`config.mk`:
```
export PLATFORM = sky130hd
export DESIGN_NAME = exc_request_unit_flat
export DESIGN_NICKNAME = d
export VERILOG_FILES = /design/src/rtl/exc_request_unit_if.sv /design/src/rtl/exc_request_unit.sv /design/src/flat_wrapper.sv
export SDC_FILE = /design/constraint.sdc
export NUM_CORES = 1
export LEC_CHECK = 0
export CORE_UTILIZATION = 34
export DETAILED_ROUTE_END_ITERATION = 10
export PLACE_DENSITY = 0.68
export SYNTH_ARGS = -nofsm -noshare
export SYNTH_HDL_FRONTEND = slang
export SYNTH_SLANG_ARGS = --single-unit
```
`constraint.sdc`:
```
create_clock -name clk -period 4.7 [get_ports clk]
set_input_delay 0.705 -clock clk [delete_from_list [all_inputs] [get_ports clk]]
set_output_delay 0.705 -clock clk [all_outputs]
set_load 0.01 [all_outputs]
```
`src/rtl/exc_request_unit_if.sv`:
```
// Exception request bus between the LEGv8 datapath and the exception request unit.
// The master side drives causes and acknowledges; the slave side returns the request.
interface exc_request_unit_if #(
    parameter int DROP_W = 8
);
    logic              ExtIRQ;
    logic              BadOpcode;
    logic              DMisalign;
    logic              ExcAck;
    logic              ERet;
    logic              Exc;
    logic [3:0]        EStatus;
    logic              InHandler;
    logic              Fatal;
    logic [DROP_W-1:0] IrqDropCnt;

    modport master (
        output ExtIRQ, BadOpcode, DMisalign, ExcAck, ERet,
        input  Exc, EStatus, InHandler, Fatal, IrqDropCnt
    );

    modport slave (
        input  ExtIRQ, BadOpcode, DMisalign, ExcAck, ERet,
        output Exc, EStatus, InHandler, Fatal, IrqDropCnt
    );
endinterface

```
`src/rtl/exc_request_unit.sv`:
```
// Exception request front-end: prioritises external IRQ and precise instruction faults,
// drives Exc/EStatus with an ACK handshake, blocks nesting and escalates nested faults to FATAL.
module exc_request_unit #(
    parameter int DROP_W = 8
) (
    input  logic              clk,
    input  logic              reset,
    exc_request_unit_if.slave bus
);

    typedef enum logic [1:0] {
        ST_IDLE    = 2'd0,
        ST_REQ     = 2'd1,
        ST_HANDLER = 2'd2,
        ST_FATAL   = 2'd3
    } state_e;

    localparam logic [3:0] CODE_NONE = 4'b0000;
    localparam logic [3:0] CODE_IRQ  = 4'b0001;
    localparam logic [3:0] CODE_BOP  = 4'b0010;
    localparam logic [3:0] CODE_MIS  = 4'b0011;

    localparam logic [DROP_W-1:0] DROP_MAX = {DROP_W{1'b1}};
    localparam logic [DROP_W-1:0] DROP_ONE = {{(DROP_W-1){1'b0}}, 1'b1};

    state_e            state_q, state_d;
    logic [3:0]        cause_q, cause_d;
    logic              irq_pend_q, irq_pend_d;
    logic [DROP_W-1:0] drop_q, drop_d;
    logic              sync1_q, sync2_q, sync2_dly_q;

    logic              irq_edge_s;
    logic [3:0]        win_code_s;
    logic              exc_s;
    logic [3:0]        estatus_s;
    logic              issue_irq_s;

    // Two-flop synchronizer plus one delay stage for edge detection on the synchronized level
    always_ff @(posedge clk or negedge reset) begin
        if (!reset) begin
            sync1_q     <= 1'b0;
            sync2_q     <= 1'b0;
            sync2_dly_q <= 1'b0;
        end else begin
            sync1_q     <= bus.ExtIRQ;
            sync2_q     <= sync1_q;
            sync2_dly_q <= sync2_q;
        end
    end

    assign irq_edge_s = sync2_q & ~sync2_dly_q;

    // Fixed priority among active causes: BadOpcode, then DMisalign, then the pending IRQ
    always_comb begin
        win_code_s = CODE_NONE;
        if (bus.BadOpcode) begin
            win_code_s = CODE_BOP;
        end else if (bus.DMisalign) begin
            win_code_s = CODE_MIS;
        end else if (irq_pend_q) begin
            win_code_s = CODE_IRQ;
        end else begin
            win_code_s = CODE_NONE;
        end
    end

    // Request FSM next-state and output decode
    always_comb begin
        state_d     = state_q;
        cause_d     = cause_q;
        exc_s       = 1'b0;
        estatus_s   = cause_q;
        issue_irq_s = 1'b0;
        case (state_q)
            ST_IDLE: begin
                estatus_s = win_code_s;
                if (win_code_s != CODE_NONE) begin
                    exc_s       = 1'b1;
                    cause_d     = win_code_s;
                    issue_irq_s = (win_code_s == CODE_IRQ);
                    if (bus.ExcAck) begin
                        state_d = ST_HANDLER;
                    end else begin
                        state_d = ST_REQ;
                    end
                end else begin
                    state_d = ST_IDLE;
                end
            end
            ST_REQ: begin
                // Code is already committed; later faults cannot change it
                exc_s = 1'b1;
                if (bus.ExcAck) begin
                    state_d = ST_HANDLER;
                end else begin
                    state_d = ST_REQ;
                end
            end
            ST_HANDLER: begin
                if (bus.BadOpcode || bus.DMisalign) begin
                    state_d = ST_FATAL;
                end else if (bus.ERet) begin
                    state_d = ST_IDLE;
                end else begin
                    state_d = ST_HANDLER;
                end
            end
            ST_FATAL: begin
                state_d = ST_FATAL;
            end
            default: begin
                state_d = ST_IDLE;
                cause_d = CODE_NONE;
            end
        endcase
    end

    // Pending-IRQ flag and saturating drop counter update
    always_comb begin
        irq_pend_d = irq_pend_q;
        drop_d     = drop_q;
        if (state_q == ST_FATAL) begin
            irq_pend_d = irq_pend_q;
        end else if (issue_irq_s) begin
            // A fresh edge arriving as the old one issues becomes the new pending request
            irq_pend_d = irq_edge_s;
        end else if (irq_edge_s) begin
            irq_pend_d = 1'b1;
            if (irq_pend_q && (drop_q != DROP_MAX)) begin
                drop_d = drop_q + DROP_ONE;
            end else begin
                drop_d = drop_q;
            end
        end else begin
            irq_pend_d = irq_pend_q;
        end
    end

    // State, cause, pending flag and drop counter registers
    always_ff @(posedge clk or negedge reset) begin
        if (!reset) begin
            state_q    <= ST_IDLE;
            cause_q    <= CODE_NONE;
            irq_pend_q <= 1'b0;
            drop_q     <= {DROP_W{1'b0}};
        end else begin
            state_q    <= state_d;
            cause_q    <= cause_d;
            irq_pend_q <= irq_pend_d;
            drop_q     <= drop_d;
        end
    end

    assign bus.Exc        = exc_s & reset;
    assign bus.EStatus    = reset ? estatus_s : CODE_NONE;
    assign bus.InHandler  = (state_q == ST_HANDLER);
    assign bus.Fatal      = (state_q == ST_FATAL);
    assign bus.IrqDropCnt = drop_q;

endmodule

```
`src/flat_wrapper.sv`:
```
// flat-port wrapper written by rule: the top's interface ports become plain ports
module exc_request_unit_flat 
#(
    parameter int DROP_W = 8
)
  (clk, reset, bus_ExtIRQ, bus_BadOpcode, bus_DMisalign, bus_ExcAck, bus_ERet, bus_Exc, bus_EStatus, bus_InHandler, bus_Fatal, bus_IrqDropCnt);
  exc_request_unit_if #(.DROP_W(DROP_W)) bus_i ();
  input  logic clk;
  input  logic reset;
  input wire logic [$bits(bus_i.ExtIRQ)-1:0] bus_ExtIRQ;
  input wire logic [$bits(bus_i.BadOpcode)-1:0] bus_BadOpcode;
  input wire logic [$bits(bus_i.DMisalign)-1:0] bus_DMisalign;
  input wire logic [$bits(bus_i.ExcAck)-1:0] bus_ExcAck;
  input wire logic [$bits(bus_i.ERet)-1:0] bus_ERet;
  output wire logic [$bits(bus_i.Exc)-1:0] bus_Exc;
  output wire logic [$bits(bus_i.EStatus)-1:0] bus_EStatus;
  output wire logic [$bits(bus_i.InHandler)-1:0] bus_InHandler;
  output wire logic [$bits(bus_i.Fatal)-1:0] bus_Fatal;
  output wire logic [$bits(bus_i.IrqDropCnt)-1:0] bus_IrqDropCnt;
  assign bus_i.ExtIRQ = bus_ExtIRQ;
  assign bus_i.BadOpcode = bus_BadOpcode;
  assign bus_i.DMisalign = bus_DMisalign;
  assign bus_i.ExcAck = bus_ExcAck;
  assign bus_i.ERet = bus_ERet;
  assign bus_Exc = bus_i.Exc;
  assign bus_EStatus = bus_i.EStatus;
  assign bus_InHandler = bus_i.InHandler;
  assign bus_Fatal = bus_i.Fatal;
  assign bus_IrqDropCnt = bus_i.IrqDropCnt;
  exc_request_unit #(.DROP_W(DROP_W)) u_core (.clk(clk), .reset(reset), .bus(bus_i));
endmodule
```
Yosys cells after proc, flatten, opt, wreduce, memory -nomap -nowiden --
Index checks and enable logic that the tools add are counted. Widths: inputs -> output; s select.
Word-level totals: logic and storage cells 42, output and inout bits 15, flip-flop bits (word level) 18, input port bits 7
Operators by class: muxes and demuxes 16, bitwise operators 5, add/subtract/negate cells 1, eq/ne operators 5, reductions and logical operators 8
Operators with widths (number):
- $mux 4 | 4
- $add 8x1->8 const B | 1
- $mux 2 | 4
- $ne 8x8->1 const B | 1
- $pmux 2 s4 | 1
- $mux 1 | 6
- $eq 2x2->1 const B | 2
- $eq 4x1->1 const B | 1
- $reduce_and 2->1 | 2
- $reduce_and 4->1 | 1
- $reduce_bool 4->1 | 1
- $not 1->1 | 3
- $and 1x1->1 | 2
- $eq 2x1->1 const B | 1
- $logic_not 2->1 | 1
- $pmux 1 s2 | 1
- $reduce_bool 2->1 | 1
- $logic_and 1x1->1 | 1
- $logic_or 1x1->1 | 1

Depth between registers and ports, before layout --
depth in word-level cells 8, gate-level depth with buffers 6

Worst setup path after synthesis --
OpenSTA, ideal clock, no wires.
path type input -> output, start input bus_BadOpcode, end output bus_Exc, setup slack 2.788 ns, stages 3, data required time 3.995 ns, arrival 1.207 ns, path buffers 0, cells stage by stage nor3_1 nand2b_1 nor3b_1
On the way: longest elaborated chain between the ends 5
RTL lines:
- start, declared | line flat_wrapper.sv:11 | input wire logic [$bits(bus_i.BadOpcode)-1:0] bus_BadOpcode;
- $mux 4 | line exc_request_unit.sv:56 | if (bus.BadOpcode) begin
- $reduce_bool 4->1 | line exc_request_unit.sv:77 | if (win_code_s != CODE_NONE) begin
- $mux 1 | line exc_request_unit.sv:77
- $pmux 1 s2 | line exc_request_unit.sv:74 | case (state_q)
- $and 1x1->1 | line exc_request_unit.sv:154 | assign bus.Exc = exc_s & reset;
- end, declared | line flat_wrapper.sv:15 | output wire logic [$bits(bus_i.Exc)-1:0] bus_Exc;
No other way between the ends.

Final worst setup path --
Ends and elaborated chain as after synthesis.

==> results summary <==
The post-synthesis async set-or-reset flop share is 100%. The critical path depth is 5. The floorplan step defined a die boundary enclosing 0.00261 sq mm. The area growth from synthesis to layout came out at 28.7%.

The most prevalent standard cell on the critical path is clkdlybuf4s50_1. TritonCTS built the clock tree. The first TritonRoute pass finished after 4 iterations. The total setup buffers inserted after CTS is 0. The final-report hold violation count was 0. The clock buffer count from CTS came out at 3. After layout, the worst path uses 63.3% of the clock period.

The peak supply drop came out at 0.208 mV. The max-cap violation count came out at 0. The synthesized netlist devotes 6.40% of its cell area to XOR and XNOR gates. In this run the vertical extent of the chip is 51.1 microns.

The reg-to-reg setup timing slack is about 2900 ps. The detailed-placement wirelength estimate is between 1000 and 1500 microns. The share of the synthesized area in compound gates (AO/OA/AOI/OAI) is just over 10%. The number of placement rows came out at 17.

The placer congestion estimate came out at 0.754. The detailed-route wire length per cell is about 11 microns. For this design, the sink count on the clock tree is 16. After synthesis, the largest family of logic cells by area is simple AND/OR/NAND/NOR gates.

The first global-routing pass estimated 2230 microns of wire. The total of buffers placed on input and output ports is 19. The tightest min-delay check is of the reg -> reg type.

The number of antenna violations at the first check in global routing was 0. In the post-synthesis netlist, the biggest area contributors are dfrtp_1 49%, xor2_1 6.4%, nor4_2 4.6%. The worst setup path is captured at an output port.

CTS built an H-tree with a depth of 1. For the final routed database, the setup TNS stands at 0 ps. Once the floorplan was initialized, standard cells occupied 36.8% of the core.

The maximum number of pins on one net before global-route repair is 19. Among all stages on the critical path, the largest delay is contributed by clkdlybuf4s50_1. The number of warnings printed during yosys synthesis came out at 0. The number of cells produced by synthesis came out at 73. The floorplan core area came out at 0.00223 sq mm. The later pin in the worst-skew pair is clocked with a latency of 280 ps.

Summing the areas of all and, or, nand and nor instances in the mapped netlist gives 23.8% of the synthesized area. The buffer cell driving the clock tree root is clkbuf_4. Summed over all instances, the cell type with the most area after synthesis is dfrtp_1. For this run, the total global-route usage over all layers was measured as 11.9%.

The number of top-level design ports came out at 22. In this run the worst setup path begins at bus_BadOpcode. The worst-case reg-to-reg path depth is 4.

For this run, the leading register cell type out of synthesis is dfrtp_1. The final layout contains routed wiring with a total length of 1310 microns. The via density per instance came out at just under 5.

The utilization after layout came out at between 40 and 50%. The fraction of synthesized area in multiplexers is 1.83%. The sequential fraction of the synthesis area came out at 48.8%. On the worst path, the slowest cell contributes a delay of 500 ps. The synthesized netlist devotes 1.52% of its cell area to adder and majority cells. The number of global-route vias before repair is 545.

The worst setup path is launched from an input pin. The power density of the placed cells came out at approximately 260 mW/mm^2. The floorplan die width came out at between 50 and 60 microns. Grouping stages by cell kind, the critical path spends the most delay in buffers and inverters. The final layout net count is about 100. The count of state elements after synthesis is 16. For this run, design rule violations remaining after detail routing come to 0. The number of enable flip-flop cells after synthesis came out at 0. The worst setup path is of the in -> out kind. The count of antenna diodes in the layout came out at 0. The achievable frequency came out at 0.336 GHz. The synthesized area per cell is 11.2 sq um. STA puts the critical path data required time at 3990 ps.

The via count came out at 587. In this run the most critical hold path is launched from u_core.sync1_q. The setup violation total in the final timing report is 0. The number of antenna-violating nets in the routed design is 0. The terminus of the critical flop-to-flop path is u_core.bus.IrqDropCnt[1].

The shortest period the worst path allows is 2980 ps. The maximum fanout along the worst path came out at 5. For this run the aggregate overflow at the end of global routing stands at 0.

The run finished with clean final reports. Setup repair after global routing left no endpoint under its margin. The signal arrival time at the worst endpoint is around 2300 ps. The layout cell share with drive strength beyond 1 is 14.9%. The number of buffers added to fix hold violations after cts came out at 0. In this run, post-CTS repair resized a total of 0 instances. The area fraction of the dominant cell type after synthesis is around half. The count of pins over their slew limit came out at 0. The worst register-to-register path begins at u_core.state_q[1]. In this run the static leakage power is 0.476 nW. The largest buffer count on any clock path came out at 2. The clock transition time at the flip-flop clock pins of the worst setup and hold paths came out at 90 ps.

The signal on the critical path passes through clkdlybuf4s50_1 > nor3_1 > nand2b_1 > nor3b_1 > clkdlybuf4s50_1. The first routing iteration left 9 violations. The area of the mapped netlist is 821 sq um.

Clock skew on the completed layout was measured at around 8.1 ps. The worst path buffer plus inverter count is 2. Following the worst setup path forward leads to its endpoint at bus_Exc. The synthesized netlist contains 32 unique library cells.
cell usage in the layout (no fill, tap or decap):
cell type / count
nand3_1: 3
nor4b_2: 1
inv_1: 5
nor3_1: 2
o41ai_2: 1
nor2_8: 1
nand3b_1: 1
dfrtp_1: 16
mux2_4: 1
a31oi_1: 1
a22oi_1: 1
clkbuf_8: 1
nor2_1: 5
xor2_1: 6
nand4bb_1: 1
nand2_1: 6
a211oi_1: 1
nand4_1: 1
nor3b_1: 1
o31ai_1: 1
a21boi_0: 1
and2_1: 1
clkdlybuf4s50_1: 19
o21ai_0: 1
clkbuf_4: 3
a21oi_1: 2
nor4_2: 3
o32a_2: 1
nand2b_1: 1
buf_4: 1
ha_1: 1
conb_1: 2
o22ai_1: 1
nor2_4: 1
synth_stat cells, types with 2 or more instances:
master   instances
dfrtp_1         16
nand2_1          6
xor2_1           6
inv_1            5
nor2_1           5
nand3_1          3
nor4_2           3
a21oi_1          2
buf_4            2
buf_6            2
nor3_1           2
per-stage QoR:
step | setup WS, ps | std cells | power, W | hold slack, ps | instance area, sq um
3_5_place_dp | 1720 | 118 | 0.000187 | 341 | 1020
4_1_cts | 1710 | 122 | 0.000277 | 362 | 1060
3_3_place_gp | 1740 | 118 | 0.000186 | 338 | 1020
6_report | 1720 | 122 | 0.000273 | 359 | 1060
5_1_grt | 1590 | 122 | 0.000288 | 364 | 1060
2_1_floorplan | 2790 | 74 | 0.000166 | 331 | 825
registers in the layout, summed over array words and instances, names as in the netlist:
signal and count:
u_core.sync2_q 1, u_core.sync1_q 1, u_core.sync2_dly_q 1, u_core.cause_q 2, u_core.bus.IrqDropCnt 8, u_core.irq_pend_q 1, u_core.state_q 2
layout make-up:
class | count | area, sq um
clock buffers | 4 | 36.3
fillers | 226 | 1180
inverters | 5 | 18.8
multi-input cells | 49 | 368
flip-flops and latches | 16 | 400
well taps | 28 | 35.0
repair buffers | 20 | 198
report_power, final:
group	switching, W	internal, W
Clock	0.0000424	0.0000471
Sequential	0.00000571	0.000144
Combinational	0.0000137	0.0000195
cell families after synthesis:
kind of cell	count (synthesis)
AOI/OAI and AO/OA	11
xor gates and xnor gates	6
adders and majority gates	1
buffers and inverters	9
DFF	16
muxes	1
other	1
and+or+nand+nor	28
metal layers:
layer  up-vias  global-route usage [%]  routed length [microns]
met5         -                       0                        0
met4         0                    6.94                       11
met3         2                    3.57                       42
met2         9                    18.4                      623
met1       281                    14.7                      627
li1        295                       -                        -
worst min path at each step:
| stage | end | slack [ps] | cells past startpoint |
|---|---|---|---|
| final | u_core.sync2_q | 360 | 0 |
| after global routing | u_core.sync2_q | 360 | 0 |
| after CTS | u_core.sync2_q | 360 | 0 |
| after detailed placement | u_core.sync2_q | 340 | 0 |
| after global placement | u_core.sync2_q | 340 | 0 |
| after floorplan | u_core.sync2_q | 330 | 0 |
No activity file was read; power rests on OpenSTA's default activity.
